[src/rtl/sr_cmd_sequencer_if.sv]
// Button/latch-drive bundle between the SR command sequencer and its surroundings.
//   set_btn, rst_btn : raw pushbutton levels (asynchronous, may bounce)
//   S, R, L_en       : drive to the gated SR latch S, R and gate-enable pins
//   busy             : a command sequence is in progress
//   conflict         : 1-cycle pulse, simultaneous set/reset requests were dropped
//   q_model          : expected latch Q after the last completed command
// slave  : the sequencer side (buttons in, latch drive out)
// master : the environment side (buttons out, latch drive in)
interface sr_cmd_sequencer_if;
  logic set_btn;
  logic rst_btn;
  logic S;
  logic R;
  logic L_en;
  logic busy;
  logic conflict;
  logic q_model;

  modport master (
    output set_btn, rst_btn,
    input  S, R, L_en, busy, conflict, q_model
  );

  modport slave (
    input  set_btn, rst_btn,
    output S, R, L_en, busy, conflict, q_model
  );
endinterface

[src/rtl/sr_cmd_sequencer.sv]
// Upstream driver for a gated SR latch. Synchronises and debounces the set and
// reset pushbuttons, and turns each request into a conflict-free
// SETUP / PULSE / HOLD sequence on S, R and L_en. After power-up an
// initialising reset command is run. q_model tracks the value the latch holds.
// Ports:
//   Clk   : system clock, rising edge
//   Rst_n : asynchronous active-low reset (aborts any sequence, L_en drops at once)
//   bus   : sr_cmd_sequencer_if.slave (buttons in, latch drive and status out)
module sr_cmd_sequencer #(
  parameter int unsigned DEB_CYCLES  = 4,
  parameter int unsigned HOLD_CYCLES = 2,
  parameter int unsigned CNT_W       = 3
) (
  input logic                 Clk,
  input logic                 Rst_n,
  sr_cmd_sequencer_if.slave   bus
);

  localparam logic [CNT_W-1:0] DEB_MAX  = CNT_W'(DEB_CYCLES - 1);
  localparam logic [CNT_W-1:0] HOLD_MAX = CNT_W'(HOLD_CYCLES - 1);

  typedef enum logic [2:0] {
    ST_INIT,
    ST_IDLE,
    ST_SETUP,
    ST_PULSE,
    ST_HOLD
  } state_t;

  // Index 0 = set button, index 1 = reset button.
  logic [1:0]       raw;
  logic [1:0]       sync1;
  logic [1:0]       sync2;
  logic [1:0]       deb;
  logic [1:0]       req;
  logic [CNT_W-1:0] deb_cnt [2];

  assign raw = {bus.rst_btn, bus.set_btn};

  // Two-flop synchroniser, then a level debouncer that emits a 1-cycle
  // request on the rising edge of the debounced level only.
  always_ff @(posedge Clk or negedge Rst_n) begin
    if (!Rst_n) begin
      sync1 <= '0;
      sync2 <= '0;
      deb   <= '0;
      req   <= '0;
      for (int i = 0; i < 2; i++) deb_cnt[i] <= '0;
    end else begin
      sync1 <= raw;
      sync2 <= sync1;
      for (int i = 0; i < 2; i++) begin
        req[i] <= 1'b0;
        if (sync2[i] != deb[i]) begin
          if (deb_cnt[i] == DEB_MAX) begin
            deb[i]     <= sync2[i];
            deb_cnt[i] <= '0;
            req[i]     <= sync2[i];
          end else begin
            deb_cnt[i] <= deb_cnt[i] + CNT_W'(1);
          end
        end else begin
          deb_cnt[i] <= '0;
        end
      end
    end
  end

  state_t           state, state_nxt;
  logic             cmd, cmd_nxt;
  logic [CNT_W-1:0] hold_cnt, hold_cnt_nxt;
  logic             pend_vld, pend_vld_nxt;
  logic             pend_cmd, pend_cmd_nxt;
  logic             q_model_q, q_model_nxt;
  logic             s_q, s_nxt;
  logic             r_q, r_nxt;
  logic             len_q, len_nxt;
  logic             busy_q, busy_nxt;
  logic             conflict_q, conflict_nxt;
  logic             req_both;
  logic             req_one;
  logic             req_cmd;

  // State register; outputs are registered copies of the next-state decode.
  always_ff @(posedge Clk or negedge Rst_n) begin
    if (!Rst_n) begin
      state      <= ST_INIT;
      cmd        <= 1'b0;
      hold_cnt   <= '0;
      pend_vld   <= 1'b0;
      pend_cmd   <= 1'b0;
      q_model_q  <= 1'b0;
      s_q        <= 1'b0;
      r_q        <= 1'b0;
      len_q      <= 1'b0;
      busy_q     <= 1'b1;
      conflict_q <= 1'b0;
    end else begin
      state      <= state_nxt;
      cmd        <= cmd_nxt;
      hold_cnt   <= hold_cnt_nxt;
      pend_vld   <= pend_vld_nxt;
      pend_cmd   <= pend_cmd_nxt;
      q_model_q  <= q_model_nxt;
      s_q        <= s_nxt;
      r_q        <= r_nxt;
      len_q      <= len_nxt;
      busy_q     <= busy_nxt;
      conflict_q <= conflict_nxt;
    end
  end

  // Next-state, pending-slot and output decode.
  always_comb begin
    state_nxt    = state;
    cmd_nxt      = cmd;
    hold_cnt_nxt = hold_cnt;
    pend_vld_nxt = pend_vld;
    pend_cmd_nxt = pend_cmd;
    q_model_nxt  = q_model_q;
    conflict_nxt = 1'b0;
    s_nxt        = 1'b0;
    r_nxt        = 1'b0;
    len_nxt      = 1'b0;
    busy_nxt     = 1'b1;

    req_both = req[0] & req[1];
    req_one  = req[0] ^ req[1];
    req_cmd  = req[0];

    case (state)
      ST_INIT: begin
        cmd_nxt      = 1'b0;
        hold_cnt_nxt = '0;
        state_nxt    = ST_PULSE;
      end
      ST_IDLE: begin
        if (pend_vld) begin
          cmd_nxt      = pend_cmd;
          pend_vld_nxt = 1'b0;
          state_nxt    = ST_SETUP;
        end else if (req_one) begin
          cmd_nxt   = req_cmd;
          state_nxt = ST_SETUP;
        end
      end
      ST_SETUP: begin
        hold_cnt_nxt = '0;
        state_nxt    = ST_PULSE;
      end
      ST_PULSE: begin
        if (hold_cnt == HOLD_MAX) begin
          state_nxt = ST_HOLD;
        end else begin
          hold_cnt_nxt = hold_cnt + CNT_W'(1);
        end
      end
      ST_HOLD: begin
        q_model_nxt = cmd;
        state_nxt   = ST_IDLE;
      end
      default: state_nxt = ST_INIT;
    endcase

    // Single pending slot: latest single request wins; a simultaneous pair
    // is dropped and also clears anything waiting. A single request seen in
    // IDLE only queues when a pending command is being launched this cycle.
    if (req_both) begin
      conflict_nxt = 1'b1;
      if (state != ST_IDLE) pend_vld_nxt = 1'b0;
    end else if (req_one && (state != ST_IDLE || pend_vld)) begin
      pend_vld_nxt = 1'b1;
      pend_cmd_nxt = req_cmd;
    end

    // S/R only move on transitions where L_en is low on both sides.
    case (state_nxt)
      ST_INIT: r_nxt = 1'b1;
      ST_IDLE: busy_nxt = 1'b0;
      ST_SETUP, ST_HOLD: begin
        s_nxt = cmd_nxt;
        r_nxt = ~cmd_nxt;
      end
      ST_PULSE: begin
        s_nxt   = cmd_nxt;
        r_nxt   = ~cmd_nxt;
        len_nxt = 1'b1;
      end
      default: busy_nxt = 1'b1;
    endcase
  end

  assign bus.S        = s_q;
  assign bus.R        = r_q;
  assign bus.L_en     = len_q;
  assign bus.busy     = busy_q;
  assign bus.conflict = conflict_q;
  assign bus.q_model  = q_model_q;

endmodule

[src/flat_wrapper.sv]
// flat-port wrapper written by rule: the top's interface ports become plain ports
module sr_cmd_sequencer_flat 
#(
  parameter int unsigned DEB_CYCLES  = 4,
  parameter int unsigned HOLD_CYCLES = 2,
  parameter int unsigned CNT_W       = 3
)
  (Clk, Rst_n, bus_set_btn, bus_rst_btn, bus_S, bus_R, bus_L_en, bus_busy, bus_conflict, bus_q_model);
  sr_cmd_sequencer_if bus_i ();
  input logic Clk;
  input logic Rst_n;
  input wire logic [$bits(bus_i.set_btn)-1:0] bus_set_btn;
  input wire logic [$bits(bus_i.rst_btn)-1:0] bus_rst_btn;
  output wire logic [$bits(bus_i.S)-1:0] bus_S;
  output wire logic [$bits(bus_i.R)-1:0] bus_R;
  output wire logic [$bits(bus_i.L_en)-1:0] bus_L_en;
  output wire logic [$bits(bus_i.busy)-1:0] bus_busy;
  output wire logic [$bits(bus_i.conflict)-1:0] bus_conflict;
  output wire logic [$bits(bus_i.q_model)-1:0] bus_q_model;
  assign bus_i.set_btn = bus_set_btn;
  assign bus_i.rst_btn = bus_rst_btn;
  assign bus_S = bus_i.S;
  assign bus_R = bus_i.R;
  assign bus_L_en = bus_i.L_en;
  assign bus_busy = bus_i.busy;
  assign bus_conflict = bus_i.conflict;
  assign bus_q_model = bus_i.q_model;
  sr_cmd_sequencer #(.DEB_CYCLES(DEB_CYCLES), .HOLD_CYCLES(HOLD_CYCLES), .CNT_W(CNT_W)) u_core (.Clk(Clk), .Rst_n(Rst_n), .bus(bus_i));
endmodule
[config.mk]
export PLATFORM = sky130hd
export DESIGN_NAME = sr_cmd_sequencer_flat
export DESIGN_NICKNAME = d
export VERILOG_FILES = /design/src/rtl/sr_cmd_sequencer_if.sv /design/src/rtl/sr_cmd_sequencer.sv /design/src/flat_wrapper.sv
export SDC_FILE = /design/constraint.sdc
export NUM_CORES = 1
export LEC_CHECK = 0
export CORE_ASPECT_RATIO = 1.1
export CORE_MARGIN = 2
export CORE_UTILIZATION = 24
export DETAILED_ROUTE_END_ITERATION = 10
export GPL_ROUTABILITY_DRIVEN = 0
export PLACE_DENSITY_LB_ADDON = 0.15
export SLEW_MARGIN = 10
export SYNTH_ARGS = -nofsm -noshare
export SYNTH_HDL_FRONTEND = slang
export SYNTH_SLANG_ARGS = --single-unit
export TNS_END_PERCENT = 10
[constraint.sdc]
create_clock -name Clk -period 1.57 [get_ports Clk]
set_input_delay 0.314 -clock Clk [delete_from_list [all_inputs] [get_ports Clk]]
set_output_delay 0.314 -clock Clk [all_outputs]
set_load 0.02 [all_outputs]
==> results.rst, run 1 <==
.. list-table::
   :header-rows: 1

   * - Metric
     - Value
   * - Outcome
     - finished, final reports clean
   * - Maximum fanout along the worst path
     - 4
   * - Post-synth design cell area
     - ~1200 um^2
   * - Power density cells
     - 1910 nW/um^2
   * - GR Overflow Total
     - 0
   * - Leakage power
     - 0.741 nW
   * - Length of the first detailed-routing pass in iterations
     - 4
   * - Most frequent cell after synthesis
     - sky130_fd_sc_hd__dfrtp_1
   * - Worst slack after detailed placement
     - -0.0589 ns
   * - Number of global-route vias before repair
     - about 870
   * - Total area of sequential cells
     - around 730 um^2
   * - Met2 WL post-DR
     - approximately 1200 um
   * - Highest routed layer
     - met4
   * - FFs w/ async S/R, synth
     - 100%
   * - Arrival time at the worst endpoint
     - 1.71 ns
   * - Cell type with the largest total area after synthesis
     - sky130_fd_sc_hd__dfrtp_1
   * - Drt initial violations
     - 21
   * - Die W
     - between 70 and 80 um
   * - Detail Placement HPWL
     - about 1600 um
   * - Synth warn
     - 0
   * - Setup crit end kind
     - flip-flop
   * - Achievable frequency
     - roughly 660 MHz
   * - Wire length of the first global-routing pass
     - 3900 um
   * - Number of buffers added by the clock tree synthesis step
     - 5
   * - Pin count of the biggest net entering global routing
     - 30
   * - Layout cell share with drive strength beyond 1
     - 22.4%
   * - Area growth from synthesis to layout
     - 32.7%
   * - Number of enable-type register cells in the synthesized netlist
     - 0
   * - Max-capacitance violation count
     - 0
   * - Proportion of synthesized chip area in sequential cells
     - between 50% and 60%
   * - Actual transition at the worst max-transition pin
     - 0.320 ns
   * - Crit-path leading delay family
     - compound AO/OA/AOI/OAI gates
   * - Cell breakdown of the critical path
     - ha_4, mux2i_1, a2111o_1, a211oi_2
   * - Final Hold Fails
     - 0
   * - Post-DR vias/cell
     - 4.54
   * - IR Drop Worst-Case VDD
     - between 0.0005 and 0.0006 V
   * - Clock transition at the register clock pins on the worst setup and hold paths after CTS
     - ~0.060 ns
   * - Top post-synthesis cells by count
     - 28 x sky130_fd_sc_hd__dfrtp_1, 7 x sky130_fd_sc_hd__nand2_1, 7 x sky130_fd_sc_hd__o21ai_0
   * - Critical-path top delay cell
     - sky130_fd_sc_hd__a2111o_1
   * - Post-Synthesis Mean Instance Area
     - 12.1 um^2
   * - Routed vias
     - 831
   * - Total Nets Final
     - 133
   * - Type of origin of the critical path
     - flip-flop
   * - Category of the critical setup timing path
     - reg2reg
   * - Post-DRT Antenna Nets
     - 0
   * - Antenna diode instance count
     - 0
   * - Routed met3 length
     - 98 um
   * - Total area of multi-input combinational cells
     - about 480 um^2
   * - Number of distinct library cell variants in the gate-level netlist after synthesis
     - 31
   * - Type of the worst min-delay path
     - reg2reg
   * - Clock Tree Buf Depth
     - 2
   * - Combined global-route utilization of all metal layers
     - a little under a tenth
   * - Number of top-level design ports
     - 10
   * - Max Slew Vio Count
     - 0
   * - Clock sink count
     - 29
   * - Cells after synthesis
     - 100
   * - CTS H-Tree Depth
     - 2
   * - Period utilisation layout
     - 97.2%
   * - Final Worst Setup Slack
     - 0.0436 ns
   * - Length of routed wiring on met1
     - between 900 and 1000 um
   * - DRC Markers
     - 0
   * - Final hold slack
     - 0.354 ns
   * - Yosys reg bits
     - 29
   * - Root cell of the clock tree
     - sky130_fd_sc_hd__clkbuf_8
   * - Main synth FF type
     - sky130_fd_sc_hd__dfrtp_1
   * - Critical path data required time
     - 1.75 ns
   * - Die Ht
     - 78.6 um
   * - Clock insertion delay at the later pin of the skew report
     - about 0.27 ns
   * - Overall routed net length
     - 2320 um
   * - Largest cells by area after synthesis
     - sky130_fd_sc_hd__dfrtp_1 58%, sky130_fd_sc_hd__ha_1 5.2%, sky130_fd_sc_hd__mux2_2 3.7%
   * - Clock Skews
     - 0.00585 ns
   * - Share of the synthesized area in the top cell type
     - 57.7%
   * - Nets in the synthesized netlist
     - 109
   * - Layout filler cell count
     - 490
   * - Core area
     - 4930 um^2
   * - Total of hold buffers inserted after clock tree synthesis
     - 0
   * - Total Die Area
     - about 5600 um^2
   * - Initial antenna violation count
     - 0
   * - Slew Limit Headroom
     - approximately four fifths
   * - Count of buffer and inverter cells on the critical path
     - 0
   * - Final Critical Period
     - about 1.5 ns
   * - # port buffers
     - 9
   * - Endpoints failing setup
     - 0
   * - Site row count
     - 27
   * - TritonCTS clock tree
     - built
   * - Average wire per cell in the routed design
     - 12.7 um
   * - Critical Path Max Stage Delay
     - 0.42 ns
   * - Effective utilization at floorplan
     - 24.6%
[flip-flops by register name, indices dropped and copies added, names as in the netlist]
name                 flops
u_core.sync2             2
u_core.bus.q_model       1
u_core.deb_cnt           6
u_core.req               2
u_core.cmd               1
u_core.hold_cnt          3
u_core.bus.S             1
u_core.pend_cmd          1
u_core.state             3
u_core.bus.L_en          1
u_core.sync1             2
u_core.pend_vld          1
u_core.bus.R             1
u_core.bus.conflict      1
u_core.bus.busy          1
u_core.deb               2
[layout by cell type (no fill, tap or decap), types with 2 or more instances in the layout]
cell and instances:
sky130_fd_sc_hd__and3b_1 2, sky130_fd_sc_hd__a21oi_1 4, sky130_fd_sc_hd__and2_1 2, sky130_fd_sc_hd__ha_1 4
sky130_fd_sc_hd__nor3_1 5, sky130_fd_sc_hd__o21ai_0 7, sky130_fd_sc_hd__nor3b_1 3, sky130_fd_sc_hd__clkbuf_8 6
sky130_fd_sc_hd__nor2b_1 5, sky130_fd_sc_hd__a221o_1 2, sky130_fd_sc_hd__nand2_1 7, sky130_fd_sc_hd__nand3_1 2
sky130_fd_sc_hd__mux2_2 4, sky130_fd_sc_hd__buf_12 2, sky130_fd_sc_hd__xnor2_1 2, sky130_fd_sc_hd__buf_4 9
sky130_fd_sc_hd__dfrtp_1 28, sky130_fd_sc_hd__clkdlybuf4s50_1 7, sky130_fd_sc_hd__nor2_1 2, sky130_fd_sc_hd__inv_1 4
[where the power goes]
group	switching [mW]	internal, mW	leakage [nW]
sequential	0.160	0.979	0.369
clock	0.274	0.517	0.0585
combinational	0.550	0.591	0.314
[repair_timing]
| item | 4_1_cts | 5_1_grt |
|---|---|---|
| gates resized for setup | 2 | 3 |
| pin swaps | 0 | 1 |
| endpoints found under the setup margin | 3 | 3 |
| buffers inserted | 0 | 1 |
[cells by family after synthesis]
logic type,Yosys count,share of synthesized area [%]
and+or+nand+nor,33,16.3
DFF,29,59.9
AOI/OAI and AO/OA,19,10.2
buffers and inverters,7,2.47
muxes,5,4.54
adders and majority gates,5,5.15
xor gates and xnor gates,2,1.44
[per-stage QoR]
step	TNS (ns)	total power [mW]	area, um^2	instances	util, %
CTS	0	3.09	1590	182	32.2
detailed placement	-0.0619	2.28	1460	174	29.6
floorplan	0	1.81	1210	100	-
finish	0	3.07	1610	183	32.6
global placement	-0.0155	2.25	1460	174	29.6
global route	-0.0217	3.30	1610	183	32.6
[final cells by class]
| type | count | area share [%] |
|---|---|---|
| tap | 58 | 4.51 |
| sequential | 29 | 45.1 |
| inverter | 4 | 0.932 |
| multi-input combinational | 64 | 29.8 |
| clock buffer | 7 | 5.36 |
| clock inverter | 1 | 1.86 |
| timing repair buffer | 20 | 12.4 |
[worst paths after layout]
check | startpoint | to | slack, ns | depth (start not counted)
max in group asynchronous | Rst_n | u_core.bus.busy | 0.94 | 2
hold / removal | u_core.sync1[0] | u_core.sync2[0] | 0.35 | 0
setup / recovery | u_core.req[0] | u_core.bus.S | 0.04 | 4
setup reg to reg | u_core.req[0] | u_core.bus.S | 0.04 | 4
hold reg to reg | u_core.sync1[0] | u_core.sync2[0] | 0.35 | 0
min in group asynchronous | Rst_n | u_core.hold_cnt[0] | 0.39 | 2
[routing by layer]
| metal | vias up | GRT usage [%] |
|---|---|---|
| met5 | - | 0 |
| met4 | 0 | 5.09 |
| met3 | 4 | 3.34 |
| met2 | 14 | 15.8 |
| met1 | 414 | 9.33 |
| li1 | 399 | - |
No activity file was read; power rests on OpenSTA's default activity.
==> run 2, diff against run 1 <==
Settings changed: CORE_MARGIN 2 to not set, GPL_ROUTABILITY_DRIVEN 0 to not set.
==> run 2 against run 1 <==
  * Clock power shrank 27%
  * First-iteration DRC count shrank 19%
  * Sequential share of layout area grew 2.4 points
  * Wire length shrank 5.3%
  * Non-clock buffer count shrank 3
  * Count of clock-buffer cells in the layout shrank 1
  * Sequential cell count is the same
  * Via count shrank 0.72%
  * Largest cell class unchanged
==> results.rst, run 2 (same netlist as run 1, synthesis figures left out) <==
.. list-table::
   :header-rows: 1

   * - Metric
     - Value
   * - Clock Tree Buf Depth
     - 2 (unchanged)
   * - Clock Skews
     - 0.00380 ns (-0.00205 ns)
   * - Clock insertion delay at the later pin of the skew report
     - 0.27 ns (about the same)
   * - Max Slew Vio Count
     - 0 (unchanged)
   * - Largest register by flop count
     - u_core.deb_cnt
   * - # port buffers
     - 9 (unchanged)
   * - Largest registers ranked by flip-flop count
     - u_core.deb_cnt: 6 flops, u_core.hold_cnt: 3 flops, u_core.state: 3 flops
   * - Net Sw Frac
     - 34.6% (+2.6 points)
   * - Arrival time at the worst endpoint
     - 1.70 ns (about the same)
   * - Total design power
     - 2.75 mW (-10%)
   * - Combined global-route utilization of all metal layers
     - 9.29% (+0.17 points)
   * - Combinational fraction of design power
     - 37.9% (+0.8 points)
   * - Power density cells
     - 1800 nW/um^2 (-5.5%)
   * - Site row count
     - 26 (-3.7%)
   * - Leading cell types in the layout, fill and taps excluded
     - 28 x sky130_fd_sc_hd__dfrtp_1, 7 x sky130_fd_sc_hd__nand2_1, 7 x sky130_fd_sc_hd__o21ai_0, 7 x sky130_fd_sc_hd__clkdlybuf4s50_1, 7 x sky130_fd_sc_hd__buf_4
   * - Type of origin of the critical path
     - flip-flop
   * - Final weighted congestion in routability-driven placement
     - 0.657
   * - Clock share of power
     - 20.8% (-4.9 points)
   * - Post-DRT Antenna Nets
     - 0 (unchanged)
   * - Core area
     - 4750 um^2 (-3.7%)
   * - Final Hold Fails
     - 0 (unchanged)
   * - Total Die Area
     - 5350 um^2 (-5.3%)
   * - Routed vias
     - 825 (-0.72%)
   * - Post-CTS resize count
     - 2 (unchanged)
   * - Total Nets Final
     - 130 (-2.3%)
   * - Initial antenna violation count
     - 0 (unchanged)
   * - Sequential fraction of design power
     - 41.3% (+4.2 points)
   * - Layout cell share with drive strength beyond 1
     - 18.9% (-3.5 points)
   * - Number of top-level design ports
     - 10 (unchanged)
   * - Switch Pwr
     - 952 uW (-3.2%)
   * - Area growth from synthesis to layout
     - 25.9%
   * - Outcome
     - finished, final reports clean
   * - Period utilisation layout
     - 96.5% (-0.71 points)
   * - IR Drop Worst-Case VDD
     - 0.000563 V (-3.4%)
   * - Setup crit end kind
     - flip-flop
   * - Number of buffers added by the clock tree synthesis step
     - 5 (unchanged)
   * - Final Critical Period
     - 1.52 ns (-0.0111 ns)
   * - Post-DR vias/cell
     - 4.63 (+2.1%)
   * - Sum of negative setup slack
     - 0 ns (unchanged)
   * - Met1 Track Usage GR
     - 8.57% (-0.76 points)
   * - Clock transition at the register clock pins on the worst setup and hold paths after CTS
     - 0.06 ns (about the same)
   * - Die Ht
     - 76.6 um (-2.5%)
   * - Root cell of the clock tree
     - sky130_fd_sc_hd__clkbuf_8
   * - Maximum fanout along the worst path
     - 3 (-1)
   * - GR Overflow Total
     - 0 (unchanged)
   * - Wire length of the first global-routing pass
     - 3850 um (-1.2%)
   * - Pin count of the biggest net entering global routing
     - 30 (unchanged)
   * - DRC Markers
     - 0 (unchanged)
   * - Actual transition at the worst max-transition pin
     - 0.457 ns (+0.137 ns)
   * - Achievable frequency
     - 660 MHz (+0.73%)
   * - Internal Pwr Total
     - 1.80 mW (-14%)
   * - Antenna diode instance count
     - 0 (unchanged)
   * - TritonCTS clock tree
     - built
   * - Met3 global-route usage
     - 3.31% (-0.031 points)
   * - Type of the worst min-delay path
     - reg2reg
   * - Critical path data required time
     - 1.75 ns (about the same)
   * - Endpoints failing setup
     - 0 (unchanged)
   * - Max-capacitance violation count
     - 0 (unchanged)
   * - Effective utilization at floorplan
     - 25.6% (+0.95 points)
   * - Average wire per cell in the routed design
     - 12.3 um (-2.6%)
   * - Overall routed net length
     - 2200 um (-5.3%)
   * - Drt initial violations
     - 17 (-19%)
   * - Commonest non-fill, non-tap cell in the layout
     - sky130_fd_sc_hd__dfrtp_1
   * - Unrepaired setup endpoints after global routing
     - no
   * - Flip-flop count of the largest register after layout
     - 6 (unchanged)
   * - Most used routing layer
     - met2
   * - Length of the first detailed-routing pass in iterations
     - 4 (unchanged)
   * - Clock sink count
     - 29 (unchanged)
   * - Category of the critical setup timing path
     - reg2reg
   * - Total of hold buffers inserted after clock tree synthesis
     - 0 (unchanged)
   * - CTS H-Tree Depth
     - 2 (unchanged)
   * - Leakage power
     - 0.705 nW (-4.8%)
   * - Die W
     - 69.8 um (-2.8%)
   * - Detail Placement HPWL
     - 1530 um (-3.7%)
   * - Global routing met2 resource utilization
     - 17.5% (+1.7 points)
   * - Post-CTS setup buffers
     - 0 (unchanged)
   * - Slew Limit Headroom
     - 69.1% (-9.5 points)
   * - Number of global-route vias before repair
     - 899 (+3.5%)
[run 2: critical path, cell delays in order, from the launching register on]
cell                       delay [ns]
sky130_fd_sc_hd__dfrtp_1         0.41
sky130_fd_sc_hd__ha_4            0.26
sky130_fd_sc_hd__mux2i_1         0.11
sky130_fd_sc_hd__a2111o_1        0.44
sky130_fd_sc_hd__a211oi_1        0.20
[run 2: layer usage]
metal,vias to the layer above,share of wire (%)
li1,392,-
met1,415,40
met2,13,54
met3,5,4.7
met4,0,1.5
met5,-,0
[run 2: through the flow]
step           util [%]  std cells  hold WS (ns)  area, um^2  setup WS [ns]
2_1_floorplan         -        100        0.0184        1210         0.0141
3_3_place_gp       30.1        170         0.334        1430        0.00502
3_5_place_dp       30.1        170         0.337        1430       -0.00952
4_1_cts            32.1        178         0.351        1530         0.0237
5_1_grt            32.2        178         0.356        1530        0.00415
6_report           32.2        178         0.349        1530         0.0546
[run 2: power groups by stage]
stage / registers, mW / logic [mW] / clock network, mW
2_1_floorplan: 1.19 / 0.620 / 0
6_report: 1.14 / 1.04 / 0.573
5_1_grt: 1.17 / 1.17 / 0.625
4_1_cts: 1.14 / 1.06 / 0.595
3_5_place_dp: 1.15 / 1.06 / 0
3_3_place_gp: 1.15 / 1.04 / 0
[run 2: final timing paths]
kind | from | endpoint | slack (ns) | cells after the start
max | u_core.req[0] | u_core.bus.S | 0.05 | 4
min | u_core.sync1[0] | u_core.sync2[0] | 0.35 | 0
max reg2reg | u_core.req[0] | u_core.bus.S | 0.05 | 4
min reg2reg | u_core.sync1[0] | u_core.sync2[0] | 0.35 | 0
max in group asynchronous | Rst_n | u_core.bus.busy | 0.94 | 2
min in group asynchronous | Rst_n | u_core.deb_cnt[4] | 0.40 | 2
[run 2: final cells by class]
cell class	instances	area [um^2]
inverter	4	15.0
tap	56	70.1
multi-input combinational	64	469
clock inverter	2	10.0
sequential	29	727
timing repair buffer	17	164
fill	481	3220
clock buffer	6	72.6
